File: src/rtl/apb3_completer_mem.sv
// apb3_completer_mem
// APB3 completer backed by a word-addressed memory window.
// Transfers complete after a configurable number of wait states.
// Misaligned or out-of-window accesses answer with PSLVERR.
// Successful reads and writes are counted in two wrapping 16-bit counters.
//
// Optional build macro: APB3_COMPLETER_PROTOCOL_CHECK_EN
//   When defined, a sticky protocol_err flag watches for requester-side
//   protocol violations. To detect changes during the access phase, the
//   setup-phase address, direction and write data are captured.
//   When undefined, protocol_err is tied low and no capture logic is built.

module apb3_completer_mem #(
    parameter int                      AddressWidth = 20,
    parameter int                      DataWidth    = 32,
    parameter logic [AddressWidth-1:0] MemoryOffset = 20'h0_1000,
    parameter int                      Depth        = 64,
    parameter int                      WaitStates   = 0
) (
    input  logic                    clk,
    input  logic                    resetn,
    input  logic [AddressWidth-1:0] paddr,
    input  logic                    pselx,
    input  logic                    penable,
    input  logic                    pwrite,
    input  logic [DataWidth-1:0]    pwdata,
    output logic                    pready,
    output logic [DataWidth-1:0]    prdata,
    output logic                    pslverr,
    output logic [15:0]             write_count,
    output logic [15:0]             read_count,
    output logic                    protocol_err
);

    localparam int IndexWidth = (Depth > 1) ? $clog2(Depth) : 1;
    localparam logic [AddressWidth:0] WindowBytes = (AddressWidth + 1)'(4 * Depth);

    typedef enum logic {
        S_IDLE,
        S_ACCESS
    } state_t;

    state_t                  state;
    state_t                  state_next;
    logic [7:0]              wait_cnt;
    logic [7:0]              wait_cnt_next;
    logic [AddressWidth:0]   off;
    logic                    hit;
    logic [IndexWidth-1:0]   index;
    logic                    wr_en;
    logic                    rd_done;
    logic [DataWidth-1:0]    mem [Depth];

    // Address decode.
    // The offset carries one extra bit, so addresses below the window
    // cannot alias back into it.
    assign off   = {1'b0, paddr} - {1'b0, MemoryOffset};
    assign hit   = (paddr >= MemoryOffset) && (off < WindowBytes) && (paddr[1:0] == 2'b00);
    assign index = off[IndexWidth+1:2];

    // The transfer completes on the edge at which pready is high.
    assign pready  = (state == S_ACCESS) && pselx && penable && (wait_cnt == 8'd0);
    assign pslverr = pready && !hit;
    assign wr_en   = pready && hit && pwrite;
    assign rd_done = pready && hit && !pwrite;
    assign prdata  = (pready && !pwrite && hit) ? mem[index] : '0;

    // FSM state and wait-state counter registers
    always_ff @(posedge clk or negedge resetn) begin
        if (!resetn) begin
            state    <= S_IDLE;
            wait_cnt <= 8'd0;
        end else begin
            state    <= state_next;
            wait_cnt <= wait_cnt_next;
        end
    end

    // Next-state logic.
    // Setup loads the wait count, the access phase counts it down,
    // and a deselect aborts the transfer.
    always_comb begin
        state_next    = state;
        wait_cnt_next = wait_cnt;
        case (state)
            S_IDLE: begin
                if (pselx && !penable) begin
                    state_next    = S_ACCESS;
                    wait_cnt_next = 8'(WaitStates);
                end
            end
            S_ACCESS: begin
                if (!pselx) begin
                    state_next = S_IDLE;
                end else if (wait_cnt != 8'd0) begin
                    wait_cnt_next = wait_cnt - 8'd1;
                end else if (penable) begin
                    state_next = S_IDLE;
                end
            end
            default: begin
                state_next = S_IDLE;
            end
        endcase
    end

    // Memory write port.
    // The contents are intentionally not reset.
    always_ff @(posedge clk) begin
        if (wr_en) begin
            mem[index] <= pwdata;
        end
    end

    // Counters for successful transfers; they wrap naturally at 16 bits
    always_ff @(posedge clk or negedge resetn) begin
        if (!resetn) begin
            write_count <= 16'd0;
            read_count  <= 16'd0;
        end else begin
            if (wr_en) begin
                write_count <= write_count + 16'd1;
            end
            if (rd_done) begin
                read_count <= read_count + 16'd1;
            end
        end
    end

`ifdef APB3_COMPLETER_PROTOCOL_CHECK_EN
    logic [AddressWidth-1:0] cap_addr;
    logic                    cap_write;
    logic [DataWidth-1:0]    cap_wdata;
    logic                    violation;
    logic                    protocol_err_q;

    // Capture the setup-phase transfer attributes.
    // They are compared against the bus throughout the access phase.
    always_ff @(posedge clk or negedge resetn) begin
        if (!resetn) begin
            cap_addr  <= '0;
            cap_write <= 1'b0;
            cap_wdata <= '0;
        end else if ((state == S_IDLE) && pselx && !penable) begin
            cap_addr  <= paddr;
            cap_write <= pwrite;
            cap_wdata <= pwdata;
        end
    end

    // Flag any requester behaviour that breaks the setup/access sequence
    always_comb begin
        violation = 1'b0;
        if ((state == S_IDLE) && penable) begin
            violation = 1'b1;
        end
        if ((state == S_ACCESS) && pselx && !penable) begin
            violation = 1'b1;
        end
        if ((state == S_ACCESS) &&
            ((paddr != cap_addr) || (pwrite != cap_write) || (pwdata != cap_wdata))) begin
            violation = 1'b1;
        end
    end

    // Sticky error flag; only reset clears it
    always_ff @(posedge clk or negedge resetn) begin
        if (!resetn) begin
            protocol_err_q <= 1'b0;
        end else if (violation) begin
            protocol_err_q <= 1'b1;
        end
    end

    assign protocol_err = protocol_err_q;
`else
    assign protocol_err = 1'b0;
`endif

endmodule
File: config.mk
export PLATFORM = sky130hd
export DESIGN_NAME = apb3_completer_mem
export DESIGN_NICKNAME = d
export VERILOG_FILES = /design/src/rtl/apb3_completer_mem.sv
export SDC_FILE = /design/constraint.sdc
export NUM_CORES = 2
export LEC_CHECK = 0
export BUFFER_PORTS_ARGS = -buffer_cell sky130_fd_sc_hd__buf_4
export CORE_MARGIN = 2
export CORE_UTILIZATION = 44
export CTS_CLUSTER_DIAMETER = 150
export DETAILED_ROUTE_END_ITERATION = 7
export GPL_ROUTABILITY_DRIVEN = 0
export PLACE_DENSITY_LB_ADDON = 0.3
export SLEW_MARGIN = 20
export SYNTH_ARGS = -nofsm -noshare
export SYNTH_HDL_FRONTEND = slang
export SYNTH_SLANG_ARGS = --single-unit
File: constraint.sdc
create_clock -name clk -period 3.87 [get_ports clk]
set_clock_uncertainty 0.05 [all_clocks]
set_input_delay 0.5805 -clock clk [delete_from_list [all_inputs] [get_ports clk]]
set_output_delay 0.5805 -clock clk [all_outputs]
set_load 0.005 [all_outputs]
==> metrics.md <==
| Metric | Value |
|---|---|
| Via Count | `48280` |
| Synthesized instance count | `4348` |
| Antenna violations before repair | `16` |
| Hold Crit Class | `in -> reg` |
| Initial core utilization | `0.4436` |
| Clk Latency, worst-skew pair | `0.86 ns` |
| Lkg Pwr | `0.03123 uW` |
| DP Wirelength | `157700 um` |
| Final wirelength | `261900 um` |
| I/O Buffers | `122` |
| Wirelength per Cell | `35.22 um` |
| Die width | `431.1 um` |
| Row cnt | `156` |
| Worst-path clk slew | `0.06 ns` |
| Critical Path Source Type | `flip-flop` |
| Arrival time of the worst setup path | `3.56 ns` |
| Hold Crit Depth | `4` |
| Filler cells | `13860` |
| Cell accounting for the most synthesized area | `edfxtp_1` |
| Avg Cell Area, Syn | `18.46 um2` |
| First DRT Iteration DRCs | `7745` |
| Slew Limit Fails | `0` |
| Post-route cell area | `96460 um2` |
| Final Power | `47210 uW` |
| Dominant cells by area after synthesis | `edfxtp_1 (77%), mux4_2 (4.2%), mux2_2 (2.9%)` |
| R2R Setup Slk | `0.12 ns` |
| Hold Crit Endpoint | `wait_cnt[0]` |
| Seq/Total Area, Yosys | `0.7790` |
| EDFF count, synth | `2048` |
| RSZ-0062 raised after global routing | `true` |
| Crit path max fanout | `6` |
| Crit path cell chain | `inv_2 -> ha_4 -> and2b_2 -> nand4_4 -> or4_4 -> buf_12 -> buf_12 -> buf_8 -> a221oi_2 -> o211ai_1 -> nor3_2 -> buf_4` |
| Post-DR vias/cell | `6.491` |
| First-pass GRT wire length | `364500 um` |
| CP top delay family | `simple AND/OR/NAND/NOR gates` |
| Post-Layout Cell Count | `7437` |
| Die H | `431.1 um` |
| Power Density | `489.5 nW/um2` |
| TritonCTS Sinks | `2089` |
| Gr usage total | `0.2792` |
| Crit path largest cell delay | `0.55 ns` |
| Status | `finished, violations left` |
| CTS tree | `yes` |
| Slew @ Worst Pin | `1.140 ns` |
| Reg2reg path depth | `28` |
| Reg-to-reg startpoint | `wait_cnt[0]` |
| Failing checks | `negative setup slack` |
| Hold path start | `pselx` |
| Fmax | `238.5 MHz` |
| Critical Path RT | `3.24 ns` |
| Syn. warnings | `0` |
| RR Endpoint | `wait_cnt[7]` |
| Area Overhead vs Synth | `20.17%` |
| Vias in the first global route | `46670` |
| Asr flop ratio synth | `0.01963` |
| Clock root cell | `clkbuf_16` |
| CTS buffer count | `203` |
| IO Pins | `124` |
| Crit Path Category | `reg -> out` |
| Most common cell in the netlist | `edfxtp_1` |
| Drt pass-1 iters | `7` |
| Core area | `180900 um2` |
| Crit path buf inv count | `5` |
| Tcrit/Tclk final | `1.083` |
| Synth Flop Type | `edfxtp_1` |
| Final ANT Viol Nets | `0` |
| H-tree Lvls | `4` |
| Maximum VDD drop | `0.5097 mV` |
| CP endpoint kind | `output pin` |
| DRC | `0` |
| CP max-delay cell | `or4_4` |
| Pin count of the biggest net entering global routing | `75` |
| CTS max path bufs | `3` |
| Tmin final | `4.193 ns` |
| # nets final | `4958` |
| Yosys top cell area share | `0.7662` |
| Final setup viols | `27` |
| Global route overflow | `0` |
| Max Cap Violations | `0` |
| Die area | `185900 um2` |
| Final Hold Viols | `0` |
| Slew headroom | `0.2400` |
| Flops & latches, synth | `2089` |
| Layout cells sized above 1 | `0.2800` |
| Netlist cell types | `69` |
| Crit path top cell by count | `buf_12` |
| Worst setup margin | `-0.3229 ns` |
| DP Area | `88980 um2` |
| Mapped cell area | `80270 um2` |
| Syn Nets | `4409` |
| Final Util | `0.5331` |
| Synth top cells by count | `edfxtp_1 (2048), o22ai_1 (301), mux2_2 (204), nand2_1 (179), o221ai_1 (178)` |
| DP Worst Slack | `-0.5128 ns` |
| Placed Cells | `7008` |
cells by family after synthesis:
kind of cell / count (synthesis) / share of synthesized area
other: 1 / 0.00004672
flip-flops: 2089 / 0.7790
buffers and inverters: 305 / 0.01828
adder cells (fa/ha/maj): 4 / 0.0006235
XOR/XNOR: 38 / 0.004146
multiplexers: 518 / 0.09085
AO/OA/AOI/OAI: 918 / 0.08064
AND/OR/NAND/NOR: 475 / 0.02645
stage by stage:
stage | TNS, ns | hold WS, ns
2_1_floorplan | -462.29 | 0.2349
6_report | -4.606 | 0.1022
4_1_cts | -5.634 | 0.03320
3_5_place_dp | -2.151 | 0.4261
5_1_grt | -8.160 | 0.08514
3_3_place_gp | -2.371 | 0.4144
tightest hold or removal path, stage by stage:
cell     delay [ns]
buf_4          0.12
nand2_1        0.08
a31o_2         0.12
o21ai_0        0.07
power breakdown:
part | internal, uW | switching, uW | leakage, uW
combinational | 1120 | 2030 | 0.00921
clock | 10700 | 8470 | 0.00307
sequential | 24900 | 45.9 | 0.0189
layout by cell type, fill, tap and decap left out, types with 27 or more instances in the layout:
cell,instances
clkinv_2,30
buf_6,32
o221ai_1,175
o21ai_0,88
mux2i_1,166
mux4_2,148
nand2_1,173
a2bb2oi_1,27
buf_12,177
mux2_2,204
nor2_1,105
clkbuf_16,205
buf_4,414
nor2_4,64
a21oi_1,102
dfrtp_1,41
clkbuf_1,58
clkinv_1,39
a22oi_1,45
a222oi_1,28
a221oi_1,37
edfxtp_1,2048
o22ai_1,301
worst max-delay path by stage:
stage | start | to | depth (start not counted) | slack (ns)
after floorplan | paddr[12] | mem[24][0] | 8 | -0.23
after global placement | paddr[13] | prdata[12] | 12 | -0.45
after detailed placement | paddr[12] | prdata[12] | 12 | -0.51
after CTS | wait_cnt[0] | wait_cnt[7] | 33 | -0.37
after global routing | wait_cnt[1] | prdata[0] | 12 | -0.41
final | wait_cnt[1] | prdata[3] | 12 | -0.32
metal layers:
metal | vias up | GRT usage | part of all wire
met3 | 642 | 0.06849 | 0.13
met1 | 24930 | 0.3798 | 0.37
met2 | 3562 | 0.4290 | 0.45
met4 | 6 | 0.1221 | 0.050
li1 | 19140 | - | -
met5 | - | 0 | 0.00016
sequential cells by signal, summed over array words and instances, names as in the netlist:
name,flops
write_count,16
wait_cnt,8
read_count,16
mem,2048
state,1
final cells by class:
type	count	area, um2	area share
well taps	2370	2965	0.03074
multi-input cells	1954	17360	0.1800
inverters	14	60.06	0.0006226
clock buffers	263	5348	0.05544
flip-flops and latches	2089	62530	0.6482
repair buffers	635	7189	0.07454
clock inverters	106	991.0	0.01027
diodes	6	15.01	0.0001557
timing repair:
item	in CTS	in global routing
endpoints found under the hold margin	42	0
pin swaps	31	27
resized for setup	88	60
setup buffers	47	16
hold buffers	3	0
endpoints found under the setup margin	31	34
Note: power is estimated with default switching activity, not from simulation.
